## src/rtl/lru_stack_p.sv

```systemverilog
// lru_stack_p: DEPTH-entry page-tag LRU stack, MRU at entry 0, LRU at entry DEPTH-1.
// Touch/fill/demote commands complete in one cycle. The LRU tag is always presented
// as the replacement victim.
// Optional hit/miss statistics counters are enabled with `define LRU_STAT_EN.
module lru_stack_p #(
   parameter int unsigned ADDR_W   = 3,
   parameter int unsigned IDX_W    = 3,
   parameter int unsigned RST_BASE = 0
) (
   input  logic              Clk,
   input  logic              Reset,
   input  logic [1:0]        iLRU_Op,
   input  logic [ADDR_W-1:0] iLRU_PAddr,
   output logic              oLRU_Hit,
   output logic [IDX_W-1:0]  oLRU_HitIdx,
   output logic              oLRU_Done,
   output logic [ADDR_W-1:0] oLRU_PAddr
`ifdef LRU_STAT_EN
   ,
   input  logic              iLRU_StatClr,
   output logic [15:0]       oLRU_HitCnt,
   output logic [15:0]       oLRU_MissCnt
`endif
);

   localparam int DEPTH = 1 << IDX_W;

   localparam logic [1:0] OP_NONE   = 2'b00;
   localparam logic [1:0] OP_TOUCH  = 2'b01;
   localparam logic [1:0] OP_FILL   = 2'b10;
   localparam logic [1:0] OP_DEMOTE = 2'b11;

   logic [ADDR_W-1:0] r_stack [DEPTH];
   logic [ADDR_W-1:0] w_stack_d [DEPTH];
   logic              r_hit;
   logic [IDX_W-1:0]  r_hit_idx;
   logic              r_done;
   logic              w_hit;
   logic [IDX_W-1:0]  w_hit_idx;
   logic              w_cmd;

   assign w_cmd = (iLRU_Op != OP_NONE);

   // Parallel tag compare; scanning downwards lets the lowest matching index win.
   always_comb begin
      w_hit     = 1'b0;
      w_hit_idx = '0;
      for (int i = DEPTH - 1; i >= 0; i--) begin
         if (r_stack[i] == iLRU_PAddr) begin
            w_hit     = 1'b1;
            w_hit_idx = IDX_W'(i);
         end
      end
   end

   // Next stack contents for the current command.
   always_comb begin
      for (int i = 0; i < DEPTH; i++) begin
         w_stack_d[i] = r_stack[i];
      end
      case (iLRU_Op)
         OP_TOUCH, OP_FILL: begin
            if (w_hit) begin
               // Promote to MRU: entries above the hit slide down, entries below stay.
               w_stack_d[0] = iLRU_PAddr;
               for (int i = 1; i < DEPTH; i++) begin
                  if (i <= int'(w_hit_idx)) begin
                     w_stack_d[i] = r_stack[i-1];
                  end
               end
            end else if (iLRU_Op == OP_FILL) begin
               // Insert at MRU and push the old LRU tag out.
               w_stack_d[0] = iLRU_PAddr;
               for (int i = 1; i < DEPTH; i++) begin
                  w_stack_d[i] = r_stack[i-1];
               end
            end
         end
         OP_DEMOTE: begin
            if (w_hit) begin
               for (int i = 0; i < DEPTH - 1; i++) begin
                  if (i >= int'(w_hit_idx)) begin
                     w_stack_d[i] = r_stack[i+1];
                  end
               end
               w_stack_d[DEPTH-1] = iLRU_PAddr;
            end
         end
         default: ;
      endcase
   end

   // Stack and status registers; reset drops any coincident command.
   always_ff @(posedge Clk) begin
      if (!Reset) begin
         for (int k = 0; k < DEPTH; k++) begin
            r_stack[k] <= ADDR_W'(RST_BASE + 32'(k));
         end
         r_hit     <= 1'b0;
         r_hit_idx <= '0;
         r_done    <= 1'b0;
      end else begin
         r_stack <= w_stack_d;
         r_done  <= w_cmd;
         if (w_cmd) begin
            r_hit     <= w_hit;
            r_hit_idx <= w_hit_idx;
         end
      end
   end

   assign oLRU_Hit    = r_hit;
   assign oLRU_HitIdx = r_hit_idx;
   assign oLRU_Done   = r_done;
   assign oLRU_PAddr  = r_stack[DEPTH-1];

`ifdef LRU_STAT_EN
   logic [15:0] r_hit_cnt;
   logic [15:0] r_miss_cnt;

   // Saturating hit/miss counters; clear beats any increment in the same cycle.
   always_ff @(posedge Clk) begin
      if (!Reset || iLRU_StatClr) begin
         r_hit_cnt  <= '0;
         r_miss_cnt <= '0;
      end else if (w_cmd) begin
         if (w_hit && (r_hit_cnt != 16'hFFFF)) begin
            r_hit_cnt <= r_hit_cnt + 16'd1;
         end
         if (!w_hit && (r_miss_cnt != 16'hFFFF)) begin
            r_miss_cnt <= r_miss_cnt + 16'd1;
         end
      end
   end

   assign oLRU_HitCnt  = r_hit_cnt;
   assign oLRU_MissCnt = r_miss_cnt;
`endif

endmodule

```

## config.mk

```make
export PLATFORM = sky130hd
export DESIGN_NAME = lru_stack_p
export DESIGN_NICKNAME = d
export VERILOG_FILES = /design/src/rtl/lru_stack_p.sv
export SDC_FILE = /design/constraint.sdc
export NUM_CORES = 1
export LEC_CHECK = 0
export ABC_AREA = 1
export CAP_MARGIN = 20
export CORE_MARGIN = 8
export CORE_UTILIZATION = 50
export DETAILED_ROUTE_END_ITERATION = 16
export PLACE_DENSITY = 0.72
export SYNTH_ARGS = -nofsm -noshare
export SYNTH_HDL_FRONTEND = slang
export SYNTH_SLANG_ARGS = --single-unit
```

## constraint.sdc

```tcl
create_clock -name Clk -period 1.8 [get_ports Clk]
set_input_delay 0.45 -clock Clk [delete_from_list [all_inputs] [get_ports Clk]]
set_output_delay 0.45 -clock Clk [all_outputs]
set_load 0.03 [all_outputs]
```

* Word level (Yosys, flattened, before mapping)
Cells that the tools add are included.
** Word-level totals
- Logic and storage cells :: 97
- Bits in registers :: 29
** Operators by class
- Equal/unequal tests :: 27
- Reductions and logical operators :: 11
- Mux-type cells :: 34
- $lt $le $gt $ge :: 14
** Operator list (count)
- two-way mux 24 bit :: 3
- two-way mux 3 bit :: 22
- case mux 24 bit (2 select lines) :: 1
- AND reduction 5 bit :: 6
- equality test 3 bit :: 8
- inequality test 3 bit, second input constant :: 8
- inequality test 2 bit, second input constant :: 8
- <= comparator 3 bit, first input constant :: 4
- greater-or-equal comparator 3 bit, first input constant :: 3
- two-way mux 1 bit :: 8
- AND reduction 4 bit :: 2
- greater-or-equal comparator 1 x 3 -> 1 bit, first input constant :: 2
- greater-or-equal comparator 2 x 3 -> 1 bit, first input constant :: 2
- <= comparator 2 x 3 -> 1 bit, first input constant :: 2
- equality test 2 bit, second input constant :: 2
- nonzero test 2 bit :: 2
- <= comparator 1 x 3 -> 1 bit, first input constant :: 1
- equality test 2 x 1 -> 1 bit, second input constant :: 1
- OR reduction 2 bit :: 1

* Longest topological paths before layout
- Depth after elaboration :: 13
- Gate-level depth with buffers :: 19
- Depth with buffers taken out :: 18

* Least setup slack after synthesis
OpenSTA, ideal clock, no wires.
- Kind :: input -> register
- From :: input port iLRU_Op[0]
- To :: register r_stack[3] in the netlist's numbering
- Required time :: 1687 ps
- Data arrival time :: 1684 ps
- Slack :: 3 ps
- Stages :: 11
- Path buffers :: 1
- Cells stage by stage :: ha_1 > buf_2 > clkinv_1 > o21ai_0 > nand2_4 > nand2_8 > nor2_1 > o21ai_2 > nand2_1 > nand2_1 > nor2_1
** Between the ends
- Word-level cells in the longest chain between the ends :: 4
** RTL lines
- from (decl) :: line 12 : input logic [1:0] iLRU_Op,
- equality test 2 bit or equality test 2 x 1 -> 1 bit (tied branches) :: line 61, 71
- OR reduction 2 bit :: line 61 : case (iLRU_Op)
- inequality test 3 bit (no source line) or nonzero test 2 bit (tied branches)
- AND reduction 5 bit (no source line)
- to (signal, indexed assignment) :: line 97 : r_stack[k] <= ADDR_W'(RST_BASE + 32'(k));
- to (signal assigned) :: line 103 : r_stack <= w_stack_d;
- to (decl) :: line 33 : logic [ADDR_W-1:0] r_stack [DEPTH];
Several ways; a longest one is shown, not always the timed one.
A chain may end at the register's enable or synchronous reset.

* Final worst setup path
- From :: input port iLRU_PAddr[0]
- To :: register r_stack[22] in the netlist's numbering
** Between the ends
- Word-level cells in the longest chain between the ends :: 12
** RTL lines
- from (decl) :: line 13 : input logic [ADDR_W-1:0] iLRU_PAddr,
- equality test 3 bit :: line 49 : if (r_stack[i] == iLRU_PAddr) begin
- two-way mux 3 bit (8 in a row) :: line 49
- greater-or-equal comparator 1 x 3 -> 1 bit :: line 82 : if (i >= int'(w_hit_idx)) begin
- inequality test 2 bit (no source line)
- AND reduction 4 bit (no source line)
Several ways; a longest one is shown, not always the timed one.

==> results by group <==
Synthesis
  – Yosys synthesis warning count: 0
  – Simple-Gate Fraction of Synth Area: 0.3657
  – Synthesized area per cell: 6.718 µm²
  – Synth cell types: 29
  – Proportion of synthesized area in mux cells: 0.004917
  – Synth Area in Compound Gates: 0.1168
  – Share of the synthesized area in the top cell type: 0.2852
  – Cell Area, Synth: 2036 µm²
  – Synth Instances: 303
  – Synthesized Nets: 314
  – Largest family of logic cells by synthesized area: simple AND/OR/NAND/NOR gates
  – Largest cells by area after synthesis: dfxtp_1 29%, nand2_1 16%, xnor2_1 9.9%, nand3_1 6.1%, o21ai_0 6.1%
  – Yosys reg bits: 29
  – Largest area contributor in the netlist: dfxtp_1
  – Synthesized-area fraction occupied by adder cells: 0.02459
  – XOR/XNOR share of the synthesized area: 0.09896
  – Sequential element share of the synthesized area: 0.2852

Power and ir drop
  – Leakage power: 1.488 nW
  – Peak supply drop: 1.319 mV
  – Clock network power share: 0.091
  – Register share of total power: 0.211
  – PwrDens: 2064 nW/µm²
  – NetSw: 3.366 mW
  – Sw frac: 0.5022
  – Internal power: 3.336 mW
  – Portion of total power attributed to combinational logic: 0.698

Clock tree
  – Hold_buf cts: 0
  – CTS tree: built
  – Clock Latency Late Sink: 0.29 ns
  – TritonCTS Sinks: 29
  – Clock Path Buffers: 2
  – CTS buffer count: 5
  – Clock-pin slew on the worst setup and hold paths: 0.06 ns
  – CTS HTree Levels: 2
  – CTS root buffer: clkbuf_8

Floorplanning
  – Total I/O pin count: 15
  – Die Y: between 70 and 80 µm
  – Chip Width: 79.81 µm
  – Placeable Area: between 3000 and 4000 µm²
  – Initial Utilization: 0.5126
  – # rows: 23
  – Die area: 6369 µm²

Critical path
  – Worst R2R End: r_stack[22]
  – Reg2reg path depth: 13
  – WP data required: 2.02 ns
  – Worst-path fanout max: 6
  – WP data arrival: 2.22 ns
  – Kind of critical path: in -> reg
  – Reg-to-reg setup timing slack: -0.17 ns
  – Setup crit end kind: register
  – Worst Setup Start Kind: input port
  – FF-to-FF Start: r_stack[12]
  – CP startpoint: iLRU_PAddr[0]

Drt
  – Wire length per cell: 20.15 µm
  – M1 wire length: 2925 µm
  – DR vias: 2,398
  – # DRC: 0
  – Metal2 WL: 4066 µm
  – TritonRoute pass-1 iters: 5
  – 1st-iter DRT viols: about 220
  – Routed wire length: approximately 8200 µm
  – Top Metal Used: met4
  – Met3 Routed Length: around 620 µm
  – Vias per inst: 5.863
  – ANT nets after route: 0

STA
  – Tmin final: 1.996 ns
  – Worst-Margin Slew: 0.3249 ns
  – RSZ-0062 raised after global routing: true
  – FMAX: 501.1 MHz
  – Fin. max-slew vios: 0
  – Slew HR: 0.7827
  – Final worst setup slack: -0.1958 ns
  – Clock Skew: 0.004780 ns
  – Final setup vio count: 22
  – Final-report hold violation count: 0
  – Fin crit share: 1.109
  – Hold_ws: 0.5036 ns

Finish
  – Fill cells: roughly 230
  – Syn-to-layout area delta: 59.50%
  – Final Cell Area: 3247 µm²
  – NumNets Final: about 370
  – # diodes: 0
  – Layout cells sized above 1: 0.4568

GRT
  – GRT Resource Usage Total: 0.2128
  – Final global-route overflow total: 0
  – Largest net degree at the start of global routing: 37
  – Number of global-route vias before repair: 2,151
  – First-pass GRT wire length: 10,470 µm
  – Initial antenna violation count: 0

Placement
  – Placed Area: 2437 µm²
  – GPL Wtd Cong: approximately 0.93
  – Detail Placement HPWL: 4049 µm
  – Number of port buffers: 14

Run
  – Max-cap violations: 0

Run status
  – Outcome: complete, but fails checks
  – Violated checks: negative setup slack

Worst hold path
  – Worst min-delay path class: reg -> reg
  – Hold path depth: 2
  – Hold_sp: oLRU_Hit
  – Hold Crit Endpoint: oLRU_Hit
[power by group through the flow]
stage	Sequential, mW	Clock, mW	Combinational (mW)
2_1_floorplan	1.23	0	2.10
3_3_place_gp	1.21	0	3.06
3_5_place_dp	1.21	0	3.12
4_1_cts	1.28	0.600	3.52
5_1_grt	1.45	0.641	4.98
6_report	1.41	0.610	4.68
[timing repair]
action,CTS,global route
setup endpoints to repair,30,25
setup buffers,9,2
resized for setup,56,87
gates cloned,2,0
pin swaps,21,38
[kinds of logic (layout without fill, tap and decap cells)]
group	Yosys count	in the layout
AO/OA/AOI/OAI	41	41
XOR/XNOR	23	23
adder cells (fa/ha/maj)	4	4
buffers and inverters	46	102
flip-flops	29	29
multiplexers	1	1
AND/OR/NAND/NOR	159	159
[flip-flops by register name, summed over array words and instances, names as in the netlist]
register     cells
oLRU_Done        1
oLRU_HitIdx      3
r_stack         21
oLRU_PAddr       3
oLRU_Hit         1
[metrics by stage]
step                TNS [ns]  total power [mW]  cells  setup WS (ns)    util
global route          -5.949             7.068    409        -0.3784  0.8176
finish                -2.182             6.702    409        -0.1958  0.8176
detailed placement    -16.67             4.328    388        -0.6720  0.6137
global placement      -14.96             4.267    388        -0.5995  0.6137
floorplan                  0             3.330    303       0.003058       -
CTS                 -0.01470             5.401    407       -0.01048  0.7227
[worst max-delay path by stage]
stage	end	slack, ns	depth (start not counted)
detailed placement	r_stack[17]	-0.67	15
CTS	r_stack[17]	-0.01	15
global placement	r_stack[7]	-0.60	14
floorplan	r_stack[3]	0.003	11
finish	r_stack[22]	-0.20	15
global route	r_stack[22]	-0.38	15
[cells in the final DEF (no fill, tap or decap), drive strengths merged]
master,count
o2111ai,1
clkbuf,7
nand3b,2
inv,31
ha,4
o211ai,7
o21ai,27
clkdlybuf4s50,6
mux2i,1
clkdlybuf4s15,2
clkinv,2
dfxtp,29
nor2,36
nand3,26
nand2,95
dlygate4sd2,3
xnor2,23
a21oi,6
buf,51
[layer usage]
metal,track usage,vias up
li1,-,1068
met2,0.3659,160
met4,0.1091,0
met1,0.2330,1101
met5,0,-
met3,0.05968,69
[final cells by class]
| type | instances | area, µm² | share of cell area |
|---|---|---|---|
| Timing Repair Buffer | 62 | 596.8 | 0.1838 |
| Inverter | 32 | 127.6 | 0.03931 |
| Clock buffer | 7 | 96.34 | 0.02967 |
| Clock inverter | 1 | 5.005 | 0.001541 |
| Multi-Input combinational cell | 228 | 1760 | 0.5422 |
| Sequential cell | 29 | 598.1 | 0.1842 |
| Tap cell | 50 | 62.56 | 0.01927 |
[synth_stat cells (all sizes together)]
cell     count
nand2       95
nor2        36
inv         31
dfxtp       29
o21ai       27
nand3       26
xnor2       23
buf          8
o211ai       7
a21oi        6
clkbuf       6
ha           4
nand3b       2
clkinv       1
mux2i        1
o2111ai      1
[worst max-delay path, cell delays in order]
cell and delay, ns:
buf_6 0.10, buf_12 0.14, xnor2_2 0.18, nand3_2 0.13
nand2_2 0.11, inv_1 0.08, nand2_4 0.10, nor2_2 0.06
nand2_4 0.09, nand3_1 0.11, nor2_2 0.25, o21ai_4 0.15
nand2_1 0.09, nand2_1 0.05, nor2_1 0.10
(Power assumes the default switching activity.)
